--- config.mk ---
export PLATFORM = sky130hd
export DESIGN_NAME = avalon_cmd_master
export DESIGN_NICKNAME = d
export VERILOG_FILES = /design/src/rtl/avalon_cmd_pkg.sv /design/src/rtl/avalon_cmd_delay.sv /design/src/rtl/avalon_cmd_master.sv
export SDC_FILE = /design/constraint.sdc
export NUM_CORES = 1
export LEC_CHECK = 0
export CORE_MARGIN = 2
export CORE_UTILIZATION = 45
export CTS_CLUSTER_SIZE = 30
export DETAILED_ROUTE_END_ITERATION = 10
export HOLD_SLACK_MARGIN = 0.03
export PLACE_DENSITY = 0.76
export SLEW_MARGIN = 40
export SYNTH_ARGS = -nofsm -noshare
export SYNTH_HDL_FRONTEND = slang
export SYNTH_SLANG_ARGS = --single-unit
--- constraint.sdc ---
create_clock -name clock_sink_clk -period 6.8 [get_ports clock_sink_clk]
set_input_delay 1.02 -clock clock_sink_clk [delete_from_list [all_inputs] [get_ports clock_sink_clk]]
set_output_delay 1.02 -clock clock_sink_clk [all_outputs]
set_load 0.02 [all_outputs]
--- src/rtl/avalon_cmd_pkg.sv ---
// Shared addresses, command codes and FSM state encoding for the Avalon command master.
package avalon_cmd_pkg;

  localparam logic [7:0]  ADDR_COMMAND_DEF = 8'd1;
  localparam logic [7:0]  ADDR_STATUS_DEF  = 8'd2;
  localparam logic [7:0]  ADDR_INP_DEF     = 8'd3;
  localparam logic [7:0]  ADDR_OUTP_DEF    = 8'd4;

  localparam logic [31:0] FLIP_BITS_CMD    = 32'd1;

  typedef enum logic [3:0] {
    S_IDLE,
    S_WR_INP,
    S_WR_CMD,
    S_SETTLE,
    S_CLR_STAT,
    S_RD_STAT,
    S_GAP,
    S_RD_OUTP,
    S_DONE
  } state_e;

endpackage

--- src/rtl/avalon_cmd_delay.sv ---
// Loadable down-counter with a zero flag; times the settle and poll-gap idle periods.
module avalon_cmd_delay #(
  parameter int unsigned WIDTH = 16
) (
  input  logic             clk_i,
  input  logic             rst_i,
  input  logic             load_i,
  input  logic [WIDTH-1:0] load_val_i,
  output logic             zero_o
);

  logic [WIDTH-1:0] cnt_q, cnt_d;

  always_comb begin
    cnt_d = cnt_q;
    if (load_i) begin
      cnt_d = load_val_i;
    end else if (cnt_q != '0) begin
      cnt_d = cnt_q - WIDTH'(1);
    end
  end

  always_ff @(posedge clk_i or posedge rst_i) begin
    if (rst_i) begin
      cnt_q <= '0;
    end else begin
      cnt_q <= cnt_d;
    end
  end

  assign zero_o = (cnt_q == '0);

endmodule

--- src/rtl/avalon_cmd_master.sv ---
// Avalon-MM master: writes operand and command, clears status, polls for done, reads the result.
module avalon_cmd_master
  import avalon_cmd_pkg::*;
#(
  parameter logic [7:0]  ADDR_COMMAND  = ADDR_COMMAND_DEF,
  parameter logic [7:0]  ADDR_STATUS   = ADDR_STATUS_DEF,
  parameter logic [7:0]  ADDR_INP      = ADDR_INP_DEF,
  parameter logic [7:0]  ADDR_OUTP     = ADDR_OUTP_DEF,
  parameter int unsigned SETTLE_CYCLES = 1,
  parameter int unsigned POLL_GAP      = 2,
  parameter int unsigned MAX_POLLS     = 255
) (
  input  logic        clock_sink_clk,
  input  logic        reset_sink_reset,
  input  logic        start,
  input  logic [31:0] op_cmd,
  input  logic [31:0] op_inp,
  output logic        busy,
  output logic        done,
  output logic [31:0] result,
  output logic        error,
  output logic [7:0]  avalon_master_address,
  output logic        avalon_master_read,
  input  logic [31:0] avalon_master_readdata,
  output logic        avalon_master_write,
  output logic [31:0] avalon_master_writedata,
  input  logic        avalon_master_waitrequest
);

  localparam logic [15:0] SETTLE_LOAD = 16'(SETTLE_CYCLES - 1);
  localparam logic [15:0] GAP_LOAD    = (POLL_GAP > 0) ? 16'(POLL_GAP - 1) : 16'd0;

  state_e      state_q;
  logic        busy_q, done_q, error_q, read_q, write_q;
  logic [7:0]  addr_q;
  logic [31:0] wdata_q, result_q, cmd_q;
  logic [15:0] polls_q;

  logic        xfer_ok, stat_done, more_polls;
  logic [16:0] polls_next;
  logic        dly_load, dly_zero;
  logic [15:0] dly_val;

  assign xfer_ok    = !avalon_master_waitrequest;
  assign stat_done  = avalon_master_readdata[0];
  assign polls_next = {1'b0, polls_q} + 17'd1;
  assign more_polls = polls_next < 17'(MAX_POLLS);

  // Delay is loaded on the completing edge so the idle state's length is exact.
  always_comb begin
    dly_load = 1'b0;
    dly_val  = '0;
    if (state_q == S_WR_CMD && xfer_ok) begin
      dly_load = 1'b1;
      dly_val  = SETTLE_LOAD;
    end else if (state_q == S_RD_STAT && xfer_ok && !stat_done) begin
      dly_load = 1'b1;
      dly_val  = GAP_LOAD;
    end
  end

  avalon_cmd_delay #(.WIDTH(16)) u_delay (
    .clk_i      (clock_sink_clk),
    .rst_i      (reset_sink_reset),
    .load_i     (dly_load),
    .load_val_i (dly_val),
    .zero_o     (dly_zero)
  );

  always_ff @(posedge clock_sink_clk or posedge reset_sink_reset) begin
    if (reset_sink_reset) begin
      state_q  <= S_IDLE;
      busy_q   <= 1'b0;
      done_q   <= 1'b0;
      error_q  <= 1'b0;
      read_q   <= 1'b0;
      write_q  <= 1'b0;
      addr_q   <= '0;
      wdata_q  <= '0;
      result_q <= '0;
      cmd_q    <= '0;
      polls_q  <= '0;
    end else begin
      done_q <= 1'b0;
      case (state_q)
        S_IDLE: begin
          if (start) begin
            cmd_q   <= op_cmd;
            error_q <= 1'b0;
            polls_q <= '0;
            busy_q  <= 1'b1;
            write_q <= 1'b1;
            addr_q  <= ADDR_INP;
            wdata_q <= op_inp;
            state_q <= S_WR_INP;
          end
        end
        S_WR_INP: begin
          if (xfer_ok) begin
            addr_q  <= ADDR_COMMAND;
            wdata_q <= cmd_q;
            state_q <= S_WR_CMD;
          end
        end
        S_WR_CMD: begin
          if (xfer_ok) begin
            write_q <= 1'b0;
            addr_q  <= '0;
            wdata_q <= '0;
            state_q <= S_SETTLE;
          end
        end
        S_SETTLE: begin
          if (dly_zero) begin
            write_q <= 1'b1;
            addr_q  <= ADDR_STATUS;
            wdata_q <= '0;
            state_q <= S_CLR_STAT;
          end
        end
        S_CLR_STAT: begin
          if (xfer_ok) begin
            write_q <= 1'b0;
            read_q  <= 1'b1;
            state_q <= S_RD_STAT;
          end
        end
        S_RD_STAT: begin
          if (xfer_ok) begin
            polls_q <= polls_next[15:0];
            if (stat_done) begin
              addr_q  <= ADDR_OUTP;
              state_q <= S_RD_OUTP;
            end else if (more_polls) begin
              if (POLL_GAP != 0) begin
                read_q  <= 1'b0;
                state_q <= S_GAP;
              end
            end else begin
              read_q  <= 1'b0;
              addr_q  <= '0;
              error_q <= 1'b1;
              done_q  <= 1'b1;
              state_q <= S_DONE;
            end
          end
        end
        S_GAP: begin
          if (dly_zero) begin
            read_q  <= 1'b1;
            state_q <= S_RD_STAT;
          end
        end
        S_RD_OUTP: begin
          if (xfer_ok) begin
            read_q   <= 1'b0;
            addr_q   <= '0;
            result_q <= avalon_master_readdata;
            done_q   <= 1'b1;
            state_q  <= S_DONE;
          end
        end
        S_DONE: begin
          busy_q  <= 1'b0;
          state_q <= S_IDLE;
        end
        default: begin
          busy_q  <= 1'b0;
          read_q  <= 1'b0;
          write_q <= 1'b0;
          state_q <= S_IDLE;
        end
      endcase
    end
  end

  assign busy                    = busy_q;
  assign done                    = done_q;
  assign result                  = result_q;
  assign error                   = error_q;
  assign avalon_master_address   = addr_q;
  assign avalon_master_read      = read_q;
  assign avalon_master_write     = write_q;
  assign avalon_master_writedata = wdata_q;

endmodule

==> impl_results.md, run 1 <==
* Result of the run: finished, final reports clean
* GR Util met3 at 7.33%
* Number of remaining DRC errors at 0
* FF-to-FF path depth at 7
* Antenna Cells at 0
* Total wire length after detailed routing at ~16,000 um
* PD cells at 465 mW/mm2
* Routability-driven placement congestion ratio at around 0.9
* Master cell of the clock root buffer: sky130_fd_sc_hd__clkbuf_16
* Yosys Warn Count at 0
* Avg Cell Area, Syn at 10.8 um2
* Number of filler cells placed in the layout at around 1,100
* Worst min-delay path startpoint: avalon_master_address[2]
* Drt first-iter violations at 331
* Detailed placement HPWL at 10,900 um
* TritonCTS Sinks at 140
* Number of antenna violations at the first check in global routing at 0
* Number of buffers on the longest clock path at 2
* Row cnt at 43
* First-pass GRT wire length at 26,000 um
* Resized Gates After CTS at 0
* Met2 Usage GRT at between 30% and 40%
* Hold Path Sink: avalon_master_address[2]
* Worst clock skew on the final layout at 0.0131 ns
* Slew of the pin with the lowest slew margin at 0.736 ns
* Std-Cell Core Area at roughly 0.014 mm2
* Proportion of netlist area held by the largest area contributor at about 54%
* Required time at the endpoint of the critical path at 7.11 ns
* Final hold vios at 0
* Input/output buffers at 171
* Number of maximum-capacitance violations at 0
* Post-cts hold buffer count at 0
* Ranking of synthesized cells by area: sky130_fd_sc_hd__dfrtp_1 (54%), sky130_fd_sc_hd__mux2_2 (11%), sky130_fd_sc_hd__nor2_1 (4.1%)
* Vias per cell at 5.61
* Vias in the first global route at roughly 5,300
* Switching share of power at 36.6%
* Post-Synthesis Cells at 594
* Critical path arrival at between 3 and 4 ns
* Number of cells after detailed placement at 911
* Met1 Track Usage GR at 26.4%
* Clock latency of the later-clocked register in the worst-skew pair at ~0.4 ns
* Overflow after GRT at 0
* Leakage dissipation at 0.00368 uW
* Number of non-filler instances in the completed layout at around 940
* Initial core utilization at 46.2%
* Share of cells above drive strength 1 at 13.9%
* Maximum number of pins on one net before global-route repair at 87
* Sequential group share of total power at 35.7%
* Worst Hold Class: flip-flop to flip-flop
* Cell area reported after detailed placement at 0.00824 mm2
* Setup TNS at 0 ns
* FF-to-FF Start: u_delay.cnt_q[2]
* TritonCTS Buffers at 17
* Sort of element at the start of the critical path: input port
* Launch point of the worst path: avalon_master_waitrequest
* Vert. Die Dim at approximately 120 um
* WL per Instance at 16.9 um
* Class of the most critical setup path: input port to flip-flop
* Crit share post-route at 45.8%
* Count leader, synth: sky130_fd_sc_hd__dfrtp_1
* Most crowded layer after global routing: met2
* RSZ-0062 raised after global routing: no
* CTS tree: built
* Highest fanout seen on the critical path at 22
* Ys async rst share at 100%
* Layout overhead on the synthesized area at 36.4%
* Net count reported at finish at 852
* Clock-pin slew reported for the worst setup and hold paths after clock tree synthesis at 0.06 ns
* Level count of the clock H-tree at 4
* Combinational group share of total power at 43.1%
* Overall power consumption at 4090 uW
* I/O pins at 177
* Cell count of the worst hold path at 1
* Endpoint of the most critical register-to-register path: avalon_master_address[1]
* Number of enable-type register cells in the synthesized netlist at 0
* Crit end category: flip-flop
* Setup slack of the worst register-to-register path at roughly 3.8 ns
* 1st-pass router iterations at 6
* Final number of setup-violating endpoints at 0
* Cell internal power dissipation at between 2000 and 3000 uW
* Die area at 0.0153 mm2
* Register bit total from synthesis at 140
* Vias at 5,277
* Max IR drop VDD at 0.000243 V
* Distinct cell type count of the synthesized netlist at 56
* Total Routing Usage GR at 21.8%
* Combined area of all synthesized cells at ~0.0064 mm2
* Sequential share of the synthesized area at a little over half
* Tightest slew margin relative to the limit at 50.5%
* Most used flip-flop cell after synthesis: sky130_fd_sc_hd__dfrtp_1
* DRT antenna net count at 0
* Count of final max-slew check failures at 0
* Most area-hungry cell type in the Yosys netlist: sky130_fd_sc_hd__dfrtp_1
* Fin crit period at 3.11 ns
* Switching power at 1490 uW
* Number of setup buffers added after CTS at 0
* Die outline width at 124 um
* Maximum operating frequency at 0.321 GHz
* Fraction of power consumed by the clock network at between 20% and 30%
* Post-route cell area at 0.00879 mm2
* Synth top cells by count: sky130_fd_sc_hd__dfrtp_1 (140), sky130_fd_sc_hd__nor2_1 (71), sky130_fd_sc_hd__mux2_2 (64)
-- worst max-delay path, stage by stage --
cell,delay [ns]
sky130_fd_sc_hd__clkdlybuf4s50_1,0.68
sky130_fd_sc_hd__inv_1,0.13
sky130_fd_sc_hd__nand2_1,0.54
sky130_fd_sc_hd__and2_0,0.67
sky130_fd_sc_hd__o21ai_0,0.23
sky130_fd_sc_hd__o21ai_0,0.14
-- registers in the layout, indices dropped and copies added, names as in the netlist --
name                     cells
avalon_master_writedata     32
cmd_q                       32
result                      32
polls_q                     16
u_delay.cnt_q               16
state_q                      4
avalon_master_address        3
avalon_master_read           1
avalon_master_write          1
busy                         1
done                         1
error                        1
-- layout by cell type (no fill, tap or decap), types with 3 or more instances in the layout --
cell type                         count
sky130_fd_sc_hd__clkbuf_1             3
sky130_fd_sc_hd__a21oi_1             45
sky130_fd_sc_hd__nand3_1             18
sky130_fd_sc_hd__nor3_1               7
sky130_fd_sc_hd__o31ai_1              5
sky130_fd_sc_hd__clkdlybuf4s50_1    171
sky130_fd_sc_hd__a31oi_1              4
sky130_fd_sc_hd__xor2_1              13
sky130_fd_sc_hd__conb_1               5
sky130_fd_sc_hd__a211oi_1             3
sky130_fd_sc_hd__a22oi_1             32
sky130_fd_sc_hd__clkbuf_16           17
sky130_fd_sc_hd__or3_1                3
sky130_fd_sc_hd__inv_1               12
sky130_fd_sc_hd__clkinv_2             6
sky130_fd_sc_hd__a22o_1               3
sky130_fd_sc_hd__buf_4                6
sky130_fd_sc_hd__o21ai_0             26
sky130_fd_sc_hd__nor4_1               4
sky130_fd_sc_hd__o21a_1               4
sky130_fd_sc_hd__nor2b_1              5
sky130_fd_sc_hd__and3_1               5
sky130_fd_sc_hd__nor2_1              71
sky130_fd_sc_hd__nand4_1              5
sky130_fd_sc_hd__xnor2_1              7
sky130_fd_sc_hd__nand2_1             27
sky130_fd_sc_hd__mux2_2              64
sky130_fd_sc_hd__dfrtp_1            140
sky130_fd_sc_hd__mux2i_1              5
-- cell type report --
type | count | area (um2) | share of cell area (%)
Tap cell | 180 | 225 | 2.56
Clock buffer | 21 | 450 | 5.12
Clock inverter | 9 | 97.6 | 1.11
Timing Repair Buffer | 177 | 1760 | 20.0
Inverter | 13 | 56.3 | 0.640
Multi-Input combinational cell | 401 | 2700 | 30.7
Sequential cell | 140 | 3500 | 39.8
-- cells by family (layout without fill, tap and decap cells) --
logic type | count (synthesis) | in the layout | synth area share, %
simple gates | 167 | 167 | 12.8
flops | 140 | 140 | 54.4
compound gates | 138 | 138 | 13.6
mux | 69 | 69 | 12.0
buf+inv | 57 | 220 | 4.12
xor+xnor | 20 | 20 | 2.72
fa+ha+maj | 2 | 2 | 0.388
other cells | 1 | 5 | 0.0582
-- worst max-delay path by stage --
stage	end	slack (ns)
after floorplan	avalon_master_address[0]	2.03
after global placement	polls_q[4]	3.29
after detailed placement	polls_q[5]	3.32
after CTS	polls_q[2]	3.72
after global routing	polls_q[2]	3.45
final	polls_q[2]	3.69
-- metal layers --
| metal | wire (um) | vias to the layer above |
|---|---|---|
| li1 | - | 2416 |
| met1 | 6150 | 2597 |
| met2 | 8150 | 230 |
| met3 | 1230 | 34 |
| met4 | 399 | 0 |
| met5 | 0 | - |
-- power by group through the flow --
stage	clock [uW]	combinational (uW)	sequential, uW
after floorplan	0	870	1650
after global placement	0	1710	1450
after detailed placement	0	1760	1460
after CTS	879	1770	1460
after global routing	923	1900	1510
final	864	1760	1460
-- stage by stage --
| stage | util [%] | hold WS, ns | setup WS [ns] |
|---|---|---|---|
| 3_5_place_dp | 59.1 | 0.481 | 3.32 |
| 4_1_cts | 63.1 | 0.502 | 3.72 |
| 3_3_place_gp | 59.1 | 0.486 | 3.29 |
| 2_1_floorplan | - | 0.476 | 2.03 |
| 5_1_grt | 63.1 | 0.508 | 3.45 |
| 6_report | 63.1 | 0.497 | 3.69 |
No activity file was read; power rests on OpenSTA's default activity.
==> run 2: changes to the inputs <==
- clock period: 6.8 -> 3.1 ns (I/O delays scaled with it)
==> impl_results.md, run 2 (same netlist as run 1, synthesis figures left out) <==
* Total wire length after detailed routing at 16,100 um
* Required time at the endpoint of the critical path at 3.43 ns
* 1st-pass router iterations at 6
* Number of remaining DRC errors at 0
* Number of maximum-capacitance violations at 0
* Footprint of the multi-input gates at 0.00270 mm2
* Dominant cell type by count on the critical path: sky130_fd_sc_hd__mux2i_1
* Ordered cell list for the critical path: ha_1, nand3_1, nor4_1, mux2i_1, o221ai_1, o32ai_1, mux2i_1
* Clock-pin slew reported for the worst setup and hold paths after clock tree synthesis at 0.06 ns
* Critical path arrival at 3.04 ns
* Number of antenna violations at the first check in global routing at 0
* Die outline width at 124 um
* Row cnt at 43
* Cell area reported after detailed placement at 0.00829 mm2
* Max IR drop VDD at between 0.0005 and 0.0006 V
* Slew of the pin with the lowest slew margin at 0.691 ns
* Input/output buffers at 171
* Detailed placement HPWL at 11,300 um
* Maximum operating frequency at between 0.3 and 0.4 GHz
* Pre-CTS worst setup slack at 0.408 ns
* CTS tree: built
* Master cell of the clock root buffer: sky130_fd_sc_hd__clkbuf_16
* Tightest slew margin relative to the limit at between 50% and 60%
* Post-route cell area at 0.00891 mm2
* Count of final max-slew check failures at 0
* Commonest cells after routing, fill and taps aside: sky130_fd_sc_hd__clkdlybuf4s50_1 (171), sky130_fd_sc_hd__dfrtp_1 (140), sky130_fd_sc_hd__nor2_1 (71), sky130_fd_sc_hd__mux2_2 (64), sky130_fd_sc_hd__a21oi_1 (45)
* Result of the run: finished, final reports clean
* Post-cts hold buffer count at 0
* Antenna Cells at 0
* Share of cells above drive strength 1 at 15.2%
* Sequential Area at 0.00350 mm2
* Hold Worst Slack at ~0.5 ns
* Sort of element at the start of the critical path: flip-flop
* Number of buffers on the longest clock path at 2
* Vert. Die Dim at 124 um
* Crit share post-route at 87.4%
* Vias at 5,191
* Final hold vios at 0
* Routability-driven placement congestion ratio at between 0.8 and 0.9
* Die area at roughly 0.015 mm2
* First-pass GRT wire length at 26,200 um
* Highest fanout seen on the critical path at 7
* Layout overhead on the synthesized area at 38.3%
* Resized Gates After CTS at 0
* Overall power consumption at 9190 uW
* Overflow after GRT at 0
* TritonCTS Sinks at 140
* Drt first-iter violations at 344
* Fin crit period at 2.71 ns
* WL per Instance at 17.0 um
* TritonCTS Buffers at 17
* Maximum number of pins on one net before global-route repair at 51
* Class of the most critical setup path: flip-flop to flip-flop
* I/O pins at 177
* PD cells at 1030 mW/mm2
* Number of filler cells placed in the layout at 1,064
* Vias per cell at 5.47
* RSZ-0062 raised after global routing: no
* DRT antenna net count at 0
* Final setup margin at between 0.3 and 0.4 ns
* Most common library cell in the layout ignoring fill and taps: sky130_fd_sc_hd__clkdlybuf4s50_1
* Top Family by Delay on Critical Path: simple AND/OR/NAND/NOR gates
* Slowest Stage Delay on Critical Path at 0.55 ns
* Level count of the clock H-tree at 4
* Final number of setup-violating endpoints at 0
* Net count reported at finish at 858
* Crit end category: flip-flop
* Number of setup buffers added after CTS at 0
* Buffers plus inverters on the worst setup path at 0
* Total Routing Usage GR at 22.2%
* Std-Cell Core Area at 0.0139 mm2
* Clock latency of the later-clocked register in the worst-skew pair at 0.41 ns
* Vias in the first global route at 5,364
* Setup TNS at 0 ns
* Initial core utilization at between 40% and 50%
* Worst clock skew on the final layout at between 0.007 and 0.008 ns
* Leakage dissipation at about 0.0037 uW
* Library cell contributing the largest single delay on the critical path: sky130_fd_sc_hd__nor4_1
* Worst Hold Class: input port to asynchronous set/reset pin
-- run 2: layer usage --
metal,vias up,part of all wire [%],track usage [%],wire length [um]
met2,177,50,35.5,8050
met3,35,7.4,7.88,1200
met4,0,3.0,10.5,478
li1,2439,-,-,-
met1,2540,40,26.7,6420
met5,-,0,0,0
-- run 2: final timing paths --
kind                                    start                  endpoint  slack, ns  cells past startpoint
setup / recovery                   polls_q[0]  avalon_master_address[1]       0.39                      7
hold / removal               reset_sink_reset                 cmd_q[31]       0.50                      2
setup reg to reg                   polls_q[0]  avalon_master_address[1]       0.39                      7
hold reg to reg                     result[7]                 result[7]       0.50                      1
max in group asynchronous    reset_sink_reset                state_q[1]       1.72                      3
min in group clock_sink_clk         result[7]                 result[7]       0.50                      1
-- run 2: through the flow --
step / util (%) / std cells
after CTS: 63.9 / 949
final: 63.9 / 949
after floorplan: - / 598
after detailed placement: 59.5 / 917
after global placement: 59.5 / 917
after global routing: 63.9 / 949
-- run 2: area by class of cell --
type,instances,area share (%)
inverters,13,0.590
repair buffers,183,20.4
well taps,180,2.53
flip-flops and latches,140,39.3
clock inverters,13,1.85
multi-input cells,401,30.3
clock buffers,19,5.08
-- run 2: power by group --
| part | internal (uW) | total [uW] | leakage (uW) | switching [uW] |
|---|---|---|---|---|
| clock network | 1310 | 2100 | 0.000292 | 786 |
| registers | 2640 | 3210 | 0.00171 | 566 |
| logic | 1870 | 3880 | 0.00173 | 2010 |
